[src/rtl/ad9958_pkg.sv]
// Shared definitions for the AD9958 serial-port receiver: register map,
// per-register data lengths, reset defaults and the frame FSM encoding.
package ad9958_pkg;

   localparam logic [4:0] ADDR_CSR   = 5'h00;
   localparam logic [4:0] ADDR_FR1   = 5'h01;
   localparam logic [4:0] ADDR_FR2   = 5'h02;
   localparam logic [4:0] ADDR_CFR   = 5'h03;
   localparam logic [4:0] ADDR_CFTW0 = 5'h04;
   localparam logic [4:0] ADDR_CPOW0 = 5'h05;
   localparam logic [4:0] ADDR_ACR   = 5'h06;

   localparam logic [7:0] CSR_DEFAULT        = 8'hF0;
   localparam logic [1:0] DAC_FSCALE_DEFAULT = 2'b11;

   typedef enum logic [1:0] {
      ST_IDLE,
      ST_INSTR,
      ST_DATA,
      ST_SKIP
   } state_t;

   // Data bytes following the instruction byte; zero marks an illegal address.
   function automatic logic [2:0] dataLength(input logic [4:0] addr);
      logic [2:0] len;
      case (addr)
         ADDR_CSR:   len = 3'd1;
         ADDR_FR1:   len = 3'd3;
         ADDR_FR2:   len = 3'd2;
         ADDR_CFR:   len = 3'd3;
         ADDR_CFTW0: len = 3'd4;
         ADDR_CPOW0: len = 3'd2;
         ADDR_ACR:   len = 3'd3;
         default:    len = 3'd0;
      endcase
      return len;
   endfunction

endpackage

[src/rtl/ad9958_spi_sampler.sv]
// Synchronizes the asynchronous serial-port pins into the system clock domain
// and turns them into single-cycle nibble, cs-edge and io_update strobes.
module ad9958_spi_sampler
   import ad9958_pkg::*;
#(
   parameter int SYNC_STAGES = 2
) (
   input  logic       clock,
   input  logic       reset,
   input  logic       cs_i,
   input  logic       sclk_i,
   input  logic [3:0] sdio_i,
   input  logic       ioUpdate_i,
   input  logic       masterReset_i,
   output logic       nibbleValid_o,
   output logic [3:0] nibble_o,
   output logic       csRise_o,
   output logic       csFall_o,
   output logic       ioUpdateRise_o,
   output logic       masterReset_o
);

   // Bit order {master_reset, io_update, sdio[3:0], sclk, cs}; cs idles high.
   localparam logic [7:0] SYNC_RESET = 8'h01;

   logic [7:0] sync_q [SYNC_STAGES];
   logic [7:0] synced;
   logic       sclkPrev_q;
   logic       csPrev_q;
   logic       ioUpdatePrev_q;

   assign synced = sync_q[SYNC_STAGES-1];

   always_ff @(posedge clock) begin
      if (reset) begin
         for (int i = 0; i < SYNC_STAGES; i++) begin
            sync_q[i] <= SYNC_RESET;
         end
         sclkPrev_q     <= 1'b0;
         csPrev_q       <= 1'b1;
         ioUpdatePrev_q <= 1'b0;
      end else begin
         sync_q[0] <= {masterReset_i, ioUpdate_i, sdio_i, sclk_i, cs_i};
         for (int i = 1; i < SYNC_STAGES; i++) begin
            sync_q[i] <= sync_q[i-1];
         end
         sclkPrev_q     <= synced[1];
         csPrev_q       <= synced[0];
         ioUpdatePrev_q <= synced[6];
      end
   end

   assign nibbleValid_o  = synced[1] & ~sclkPrev_q & ~synced[0];
   assign nibble_o       = synced[5:2];
   assign csRise_o       = synced[0] & ~csPrev_q;
   assign csFall_o       = ~synced[0] & csPrev_q;
   assign ioUpdateRise_o = synced[6] & ~ioUpdatePrev_q;
   assign masterReset_o  = synced[7];

endmodule

[src/rtl/ad9958_spi_slave.sv]
// AD9958 stand-in: decodes quad-SDIO write frames into a shadow register file
// and commits the shadows to the active outputs on each io_update rising edge.
module ad9958_spi_slave
   import ad9958_pkg::*;
#(
   parameter int SYNC_STAGES = 2
) (
   input  logic        clock,
   input  logic        reset,
   input  logic        cs,
   input  logic        sclk,
   input  logic [3:0]  sdio,
   input  logic        io_update,
   input  logic        master_reset,
   output logic [31:0] ftw_ch0,
   output logic [31:0] ftw_ch1,
   output logic [9:0]  asf_ch0,
   output logic [9:0]  asf_ch1,
   output logic        vco_gain,
   output logic [4:0]  clock_multiplier,
   output logic [1:0]  dac_fscale_ch0,
   output logic [1:0]  dac_fscale_ch1,
   output logic        write_strobe,
   output logic [4:0]  write_addr,
   output logic        frame_error
);

   logic       nibbleValid, csRise, csFall, ioUpdateRise, masterReset;
   logic [3:0] nibble;

   ad9958_spi_sampler #(.SYNC_STAGES(SYNC_STAGES)) u_sampler (
      .clock         (clock),
      .reset         (reset),
      .cs_i          (cs),
      .sclk_i        (sclk),
      .sdio_i        (sdio),
      .ioUpdate_i    (io_update),
      .masterReset_i (master_reset),
      .nibbleValid_o (nibbleValid),
      .nibble_o      (nibble),
      .csRise_o      (csRise),
      .csFall_o      (csFall),
      .ioUpdateRise_o(ioUpdateRise),
      .masterReset_o (masterReset)
   );

   state_t      state_q, state_d;
   logic [2:0]  nibbleCnt_q, nibbleCnt_d;
   logic [27:0] shift_q, shift_d;
   logic [4:0]  addr_q, addr_d;
   logic [1:0]  chEn_q, chEn_d;
   logic        writeEn, errorPulse;
   logic [31:0] writeData;
   logic [4:0]  instrAddr;
   logic [3:0]  lastNibble;

   assign instrAddr  = {shift_q[0], nibble};
   assign lastNibble = {dataLength(addr_q), 1'b0} - 4'd1;
   assign writeData  = {shift_q, nibble};

   always_ff @(posedge clock) begin
      if (reset || masterReset) begin
         state_q     <= ST_IDLE;
         nibbleCnt_q <= '0;
         shift_q     <= '0;
         addr_q      <= '0;
         chEn_q      <= '0;
      end else begin
         state_q     <= state_d;
         nibbleCnt_q <= nibbleCnt_d;
         shift_q     <= shift_d;
         addr_q      <= addr_d;
         chEn_q      <= chEn_d;
      end
   end

   // Only the CSR channel-enable bits carry behaviour, so only they are stored.
   logic [1:0]  csrEn_q;

   always_comb begin
      state_d     = state_q;
      nibbleCnt_d = nibbleCnt_q;
      shift_d     = shift_q;
      addr_d      = addr_q;
      chEn_d      = chEn_q;
      writeEn     = 1'b0;
      errorPulse  = 1'b0;
      case (state_q)
         ST_IDLE: begin
            if (csFall) begin
               state_d     = ST_INSTR;
               nibbleCnt_d = '0;
            end
         end
         ST_INSTR: begin
            if (csRise) begin
               state_d    = ST_IDLE;
               errorPulse = (nibbleCnt_q != 3'd0);
            end else if (nibbleValid) begin
               if (nibbleCnt_q == 3'd0) begin
                  shift_d     = {shift_q[23:0], nibble};
                  nibbleCnt_d = 3'd1;
               end else begin
                  nibbleCnt_d = '0;
                  addr_d      = instrAddr;
                  if (shift_q[3] || (dataLength(instrAddr) == 3'd0)) begin
                     state_d    = ST_SKIP;
                     errorPulse = 1'b1;
                  end else begin
                     state_d = ST_DATA;
                     chEn_d  = csrEn_q;
                  end
               end
            end
         end
         ST_DATA: begin
            if (csRise) begin
               state_d    = ST_IDLE;
               errorPulse = 1'b1;
            end else if (nibbleValid) begin
               shift_d = {shift_q[23:0], nibble};
               if ({1'b0, nibbleCnt_q} == lastNibble) begin
                  writeEn     = 1'b1;
                  state_d     = ST_INSTR;
                  nibbleCnt_d = '0;
               end else begin
                  nibbleCnt_d = nibbleCnt_q + 3'd1;
               end
            end
         end
         ST_SKIP: begin
            if (csRise) begin
               state_d = ST_IDLE;
            end
         end
         default: state_d = ST_IDLE;
      endcase
   end

   logic [31:0] ftwSh0_q, ftwSh1_q, ftw0_q, ftw1_q;
   logic [9:0]  asfSh0_q, asfSh1_q, asf0_q, asf1_q;
   logic [1:0]  dacSh0_q, dacSh1_q, dac0_q, dac1_q;
   logic        vcoSh_q, vco_q, strobe_q, error_q;
   logic [4:0]  multSh_q, mult_q, writeAddr_q;

   // Shadows load on write completion; actives sample the pre-write shadows.
   always_ff @(posedge clock) begin
      if (reset || masterReset) begin
         csrEn_q  <= CSR_DEFAULT[7:6];
         ftwSh0_q <= '0;  ftwSh1_q <= '0;  ftw0_q <= '0;  ftw1_q <= '0;
         asfSh0_q <= '0;  asfSh1_q <= '0;  asf0_q <= '0;  asf1_q <= '0;
         dacSh0_q <= DAC_FSCALE_DEFAULT;  dacSh1_q <= DAC_FSCALE_DEFAULT;
         dac0_q   <= DAC_FSCALE_DEFAULT;  dac1_q   <= DAC_FSCALE_DEFAULT;
         vcoSh_q  <= 1'b0;  vco_q  <= 1'b0;
         multSh_q <= '0;    mult_q <= '0;
         strobe_q <= 1'b0;  error_q <= 1'b0;  writeAddr_q <= '0;
      end else begin
         strobe_q <= writeEn;
         error_q  <= errorPulse;
         if (writeEn) begin
            writeAddr_q <= addr_q;
            case (addr_q)
               ADDR_CSR: csrEn_q <= writeData[7:6];
               ADDR_FR1: begin
                  vcoSh_q  <= writeData[23];
                  multSh_q <= writeData[22:18];
               end
               ADDR_CFR: begin
                  if (chEn_q[0]) dacSh0_q <= writeData[9:8];
                  if (chEn_q[1]) dacSh1_q <= writeData[9:8];
               end
               ADDR_CFTW0: begin
                  if (chEn_q[0]) ftwSh0_q <= writeData;
                  if (chEn_q[1]) ftwSh1_q <= writeData;
               end
               ADDR_ACR: begin
                  if (chEn_q[0]) asfSh0_q <= writeData[9:0];
                  if (chEn_q[1]) asfSh1_q <= writeData[9:0];
               end
               default: ;
            endcase
         end
         if (ioUpdateRise) begin
            ftw0_q <= ftwSh0_q;  ftw1_q <= ftwSh1_q;
            asf0_q <= asfSh0_q;  asf1_q <= asfSh1_q;
            dac0_q <= dacSh0_q;  dac1_q <= dacSh1_q;
            vco_q  <= vcoSh_q;   mult_q <= multSh_q;
         end
      end
   end

   assign ftw_ch0          = ftw0_q;
   assign ftw_ch1          = ftw1_q;
   assign asf_ch0          = asf0_q;
   assign asf_ch1          = asf1_q;
   assign vco_gain         = vco_q;
   assign clock_multiplier = mult_q;
   assign dac_fscale_ch0   = dac0_q;
   assign dac_fscale_ch1   = dac1_q;
   assign write_strobe     = strobe_q;
   assign write_addr       = writeAddr_q;
   assign frame_error      = error_q;

endmodule

[config.mk]
export PLATFORM = sky130hd
export DESIGN_NAME = ad9958_spi_slave
export DESIGN_NICKNAME = d
export VERILOG_FILES = /design/src/rtl/ad9958_pkg.sv /design/src/rtl/ad9958_spi_sampler.sv /design/src/rtl/ad9958_spi_slave.sv
export SDC_FILE = /design/constraint.sdc
export NUM_CORES = 1
export LEC_CHECK = 0
export BUFFER_PORTS_ARGS = -buffer_cell sky130_fd_sc_hd__clkbuf_2
export CAP_MARGIN = 20
export CORE_ASPECT_RATIO = 0.75
export CORE_MARGIN = 3
export CORE_UTILIZATION = 55
export CTS_BUF_LIST = sky130_fd_sc_hd__clkbuf_4
export DETAILED_ROUTE_END_ITERATION = 10
export GPL_TIMING_DRIVEN = 1
export PLACE_DENSITY = 0.78
export SLEW_MARGIN = 10
export SYNTH_ARGS = -nofsm -noshare
export SYNTH_HDL_FRONTEND = slang
export SYNTH_SLANG_ARGS = --single-unit
export TNS_END_PERCENT = 1
[constraint.sdc]
create_clock -name clock -period 3.2 [get_ports clock]
set_input_delay 0 -clock clock [delete_from_list [all_inputs] [get_ports clock]]
set_output_delay 0 -clock clock [all_outputs]
set_load 0.02 [all_outputs]
==> results.tsv <==
metric	value	unit
status	finished clean	
hp-class	in -> reg	
use_met3	5.31	%
cts_resized	0	
critPathTopFamily	simple AND/OR/NAND/NOR gates	
cts_htree_levels	2	
seqPwrFrac	52.5	%
ys_ff_latch	256	
synthTopCellsByArea	dfxtp_1, nand2_1, a21oi_1, mux2i_1, clkbuf_1	
detailed_place_hpwl	13800	µm
peakVddDrop	288	µV
worst_pin_slew	1.08	ns
io-pin-count	111	
power.density	570	nW/µm²
start_util	57.0	%
cts_setup_buffers	0	
leakage	4.14	nW
cp.buffers_inverters	2	
clk_latency	0.67	ns
cp_max_fo	11	
io_buffers	110	
synth-simple-area-share	22.8	%
finalSetupTns	0	ns
grt_max_degree	98	
cts-root-buf	clkbuf_4	
synth_edf_count	0	
rsz0062_at_grt	false	
avgRoutedWirePerCell	14.7	µm
power_frac_comb	6.8	%
fill_cells	1333	
path_clk_slew	0.07	ns
final_cell_area	10800	µm²
grtUsageTotal	23.4	%
post-route-min-period	2.94	ns
hold_violations	0	
yosys_warnings	0	
p_sw_share	24.9	%
synth_fa_ha_area_share	1.22	%
synth_top_area_share	55.5	%
met1_usage	36.2	%
fin_ws	0.258	ns
skew	0.0289	ns
antenna_found_initial	1	
synthMuxAreaShare	4.12	%
synth_common_cells	nand2_1, dfxtp_1, a21oi_1, clkbuf_1, nor2_1	
timing.slew.headroom	28.2	%
grt_pass1_wl	36200	µm
period_share	91.9	%
cap_viol_max_count	0	
cpPeakStageDelay	0.41	ns
syn_area_per_cell	8.33	µm²
core	16200	µm²
synth.most_common_cell	nand2_1	
ant_nets	0	
synthXorXnorAreaFrac	0.190	%
cts_made_buffers	58	
die_y	118	µm
cts_num_sinks	256	
synth_top_family_by_area	simple AND/OR/NAND/NOR gates	
clock.fmax	0.340	GHz
critPathLaunchType	flop	
ys_seq_area_share	55.5	%
crit_top_cell	xnor2_1	
p_clk_share	40.8	%
grt_pass1_vias	7213	
area_growth	17.4	%
worstPathRequired	3.72	ns
slowest_stage	dfxtp_1	
wl	21900	µm
synth-main-ff-cell	dfxtp_1	
gp_congestion	0.887	
crit_chain	nor2b_1 -> xnor2_1 -> nand2_1 -> ha_1 -> xnor2_1 -> nand4b_1 -> a2111oi_2 -> buf_4 -> and3_1 -> buf_12 -> mux2i_1 -> nor2_1	
total_power	6.18	mW
rows	40	
synth_cell_types	43	
die_area	18400	µm²
place_area	9950	µm²
setup_viol	0	
preCtsSetupSlack	0.299	ns
dr.pass1.iters	5	
routed_via_density	5.27	
first_iter_violations	705	
die_w	156	µm
layout.nets	1258	
synth_compound_area_share	12.2	%
globalRouteMet2Util	31.8	%
slew_viol_final	0	
synthCells	1109	
endpoint_kind	flop	
overflow	0	
worstPathArrival	3.46	ns
postLayoutCoreUtil	66.9	%
clockBufferDepth	3	
cts_tree	done	
syn-num-nets	1128	
yosys.area.top_type	dfxtp_1	
drc_errors	0	
p_switching	1.54	mW
busiest_layer	met1	
worstSetupPathType	reg -> reg	
async_flop_share	0	%
drive_gt1_share	18.4	%
syn_area	9240	µm²
internal_power	4.64	mW
vias	7855	
## sequential cells by signal, indices dropped and copies added, names as in the netlist, 16 cells and up
name              cells
ftwSh0_q             32
ftwSh1_q             32
ftw_ch0              32
ftw_ch1              32
shift_q              28
u_sampler.sync_q     16
## kinds of logic (layout without fill, tap and decap cells)
family | count (synthesis) | in the layout
and+or+nand+nor | 506 | 506
DFF | 256 | 256
AOI/OAI and AO/OA | 212 | 212
buffers and inverters | 86 | 257
muxes | 38 | 38
adders and majority gates | 9 | 9
xor gates and xnor gates | 2 | 2
other | 0 | 1
## tightest hold or removal path, stage by stage
cell,delay [ns]
dlygate4sd3_1,0.52
clkbuf_2,0.34
nor2b_1,0.08
## repair_timing
| action | 4_1_cts | 5_1_grt |
|---|---|---|
| endpoints found under the setup margin | 0 | 0 |
| hold endpoints to repair | 19 | 0 |
| hold buffers | 17 | 0 |
## worst paths after layout
| path | start | to | slack, ns | cells after the start |
|---|---|---|---|---|
| setup / recovery | addr_q[0]$_SDFFE_PP0P_ | asfSh1_q[4]$_SDFFE_PP0P_ | 0.26 | 12 |
| setup reg to reg | addr_q[0]$_SDFFE_PP0P_ | asfSh1_q[4]$_SDFFE_PP0P_ | 0.26 | 12 |
| hold reg to reg | u_sampler.sync_q[0][0]$_SDFF_PP1_ | u_sampler.sync_q[0][8]$_SDFF_PP1_ | 0.43 | 1 |
| hold / removal | reset | u_sampler.sync_q[0][12]$_SDFF_PP0_ | 0.32 | 3 |
## through the flow
step	hold slack, ns	instances
global placement	0.185	1372
floorplan	0.104	1109
CTS	0.282	1490
detailed placement	0.188	1372
global route	0.349	1491
finish	0.322	1491
## cell usage in the layout (no fill, tap or decap), types with 2 or more instances in the layout
| cell type | synthesis | layout |
|---|---|---|
| mux2i_1 | 38 | 38 |
| dlygate4sd3_1 | 0 | 17 |
| clkinv_1 | 0 | 10 |
| nand2b_1 | 3 | 2 |
| nand2_1 | 384 | 384 |
| nand3b_1 | 4 | 4 |
| or3_1 | 2 | 2 |
| clkinv_2 | 0 | 4 |
| nand3_1 | 11 | 11 |
| nor3_1 | 10 | 10 |
| and3_1 | 5 | 5 |
| buf_12 | 0 | 5 |
| nand4bb_1 | 2 | 2 |
| xnor2_1 | 2 | 2 |
| nor2b_1 | 21 | 20 |
| buf_4 | 10 | 16 |
| and2_1 | 2 | 2 |
| clkbuf_2 | 0 | 110 |
| o21ai_0 | 5 | 5 |
| or2_2 | 4 | 3 |
| nor4_1 | 3 | 3 |
| nor2_1 | 47 | 47 |
| and4bb_2 | 2 | 2 |
| nand4b_1 | 2 | 2 |
| inv_1 | 8 | 8 |
| ha_1 | 9 | 9 |
| clkbuf_4 | 0 | 84 |
| dfxtp_1 | 256 | 256 |
| a21oi_1 | 194 | 194 |
| a211oi_1 | 2 | 2 |
## routing by layer
metal / wire, µm / part of all wire [%]
met1: 10800 / 49
met4: 408 / 1.9
met3: 1640 / 7.5
met2: 9100 / 41
met5: 0 / 0
## final cells by class
type | count | area, µm² | share of cell area, %
Sequential cell | 256 | 5120 | 47.2
Multi-Input combinational cell | 767 | 3760 | 34.6
Timing Repair Buffer | 148 | 941 | 8.67
Clock buffer | 84 | 631 | 5.81
Tap cell | 210 | 263 | 2.42
Clock inverter | 17 | 98.8 | 0.911
Inverter | 8 | 30.0 | 0.277
Antenna cell | 1 | 2.50 | 0.0231
## power groups by stage
stage	Sequential [mW]	Combinational, mW	Clock (mW)
after floorplan	3.31	0.305	0
after global placement	3.31	0.386	0
after detailed placement	3.31	0.398	0
after CTS	3.24	0.414	2.57
after global routing	3.24	0.468	2.75
final	3.24	0.417	2.52
(Power assumes the default switching activity.)
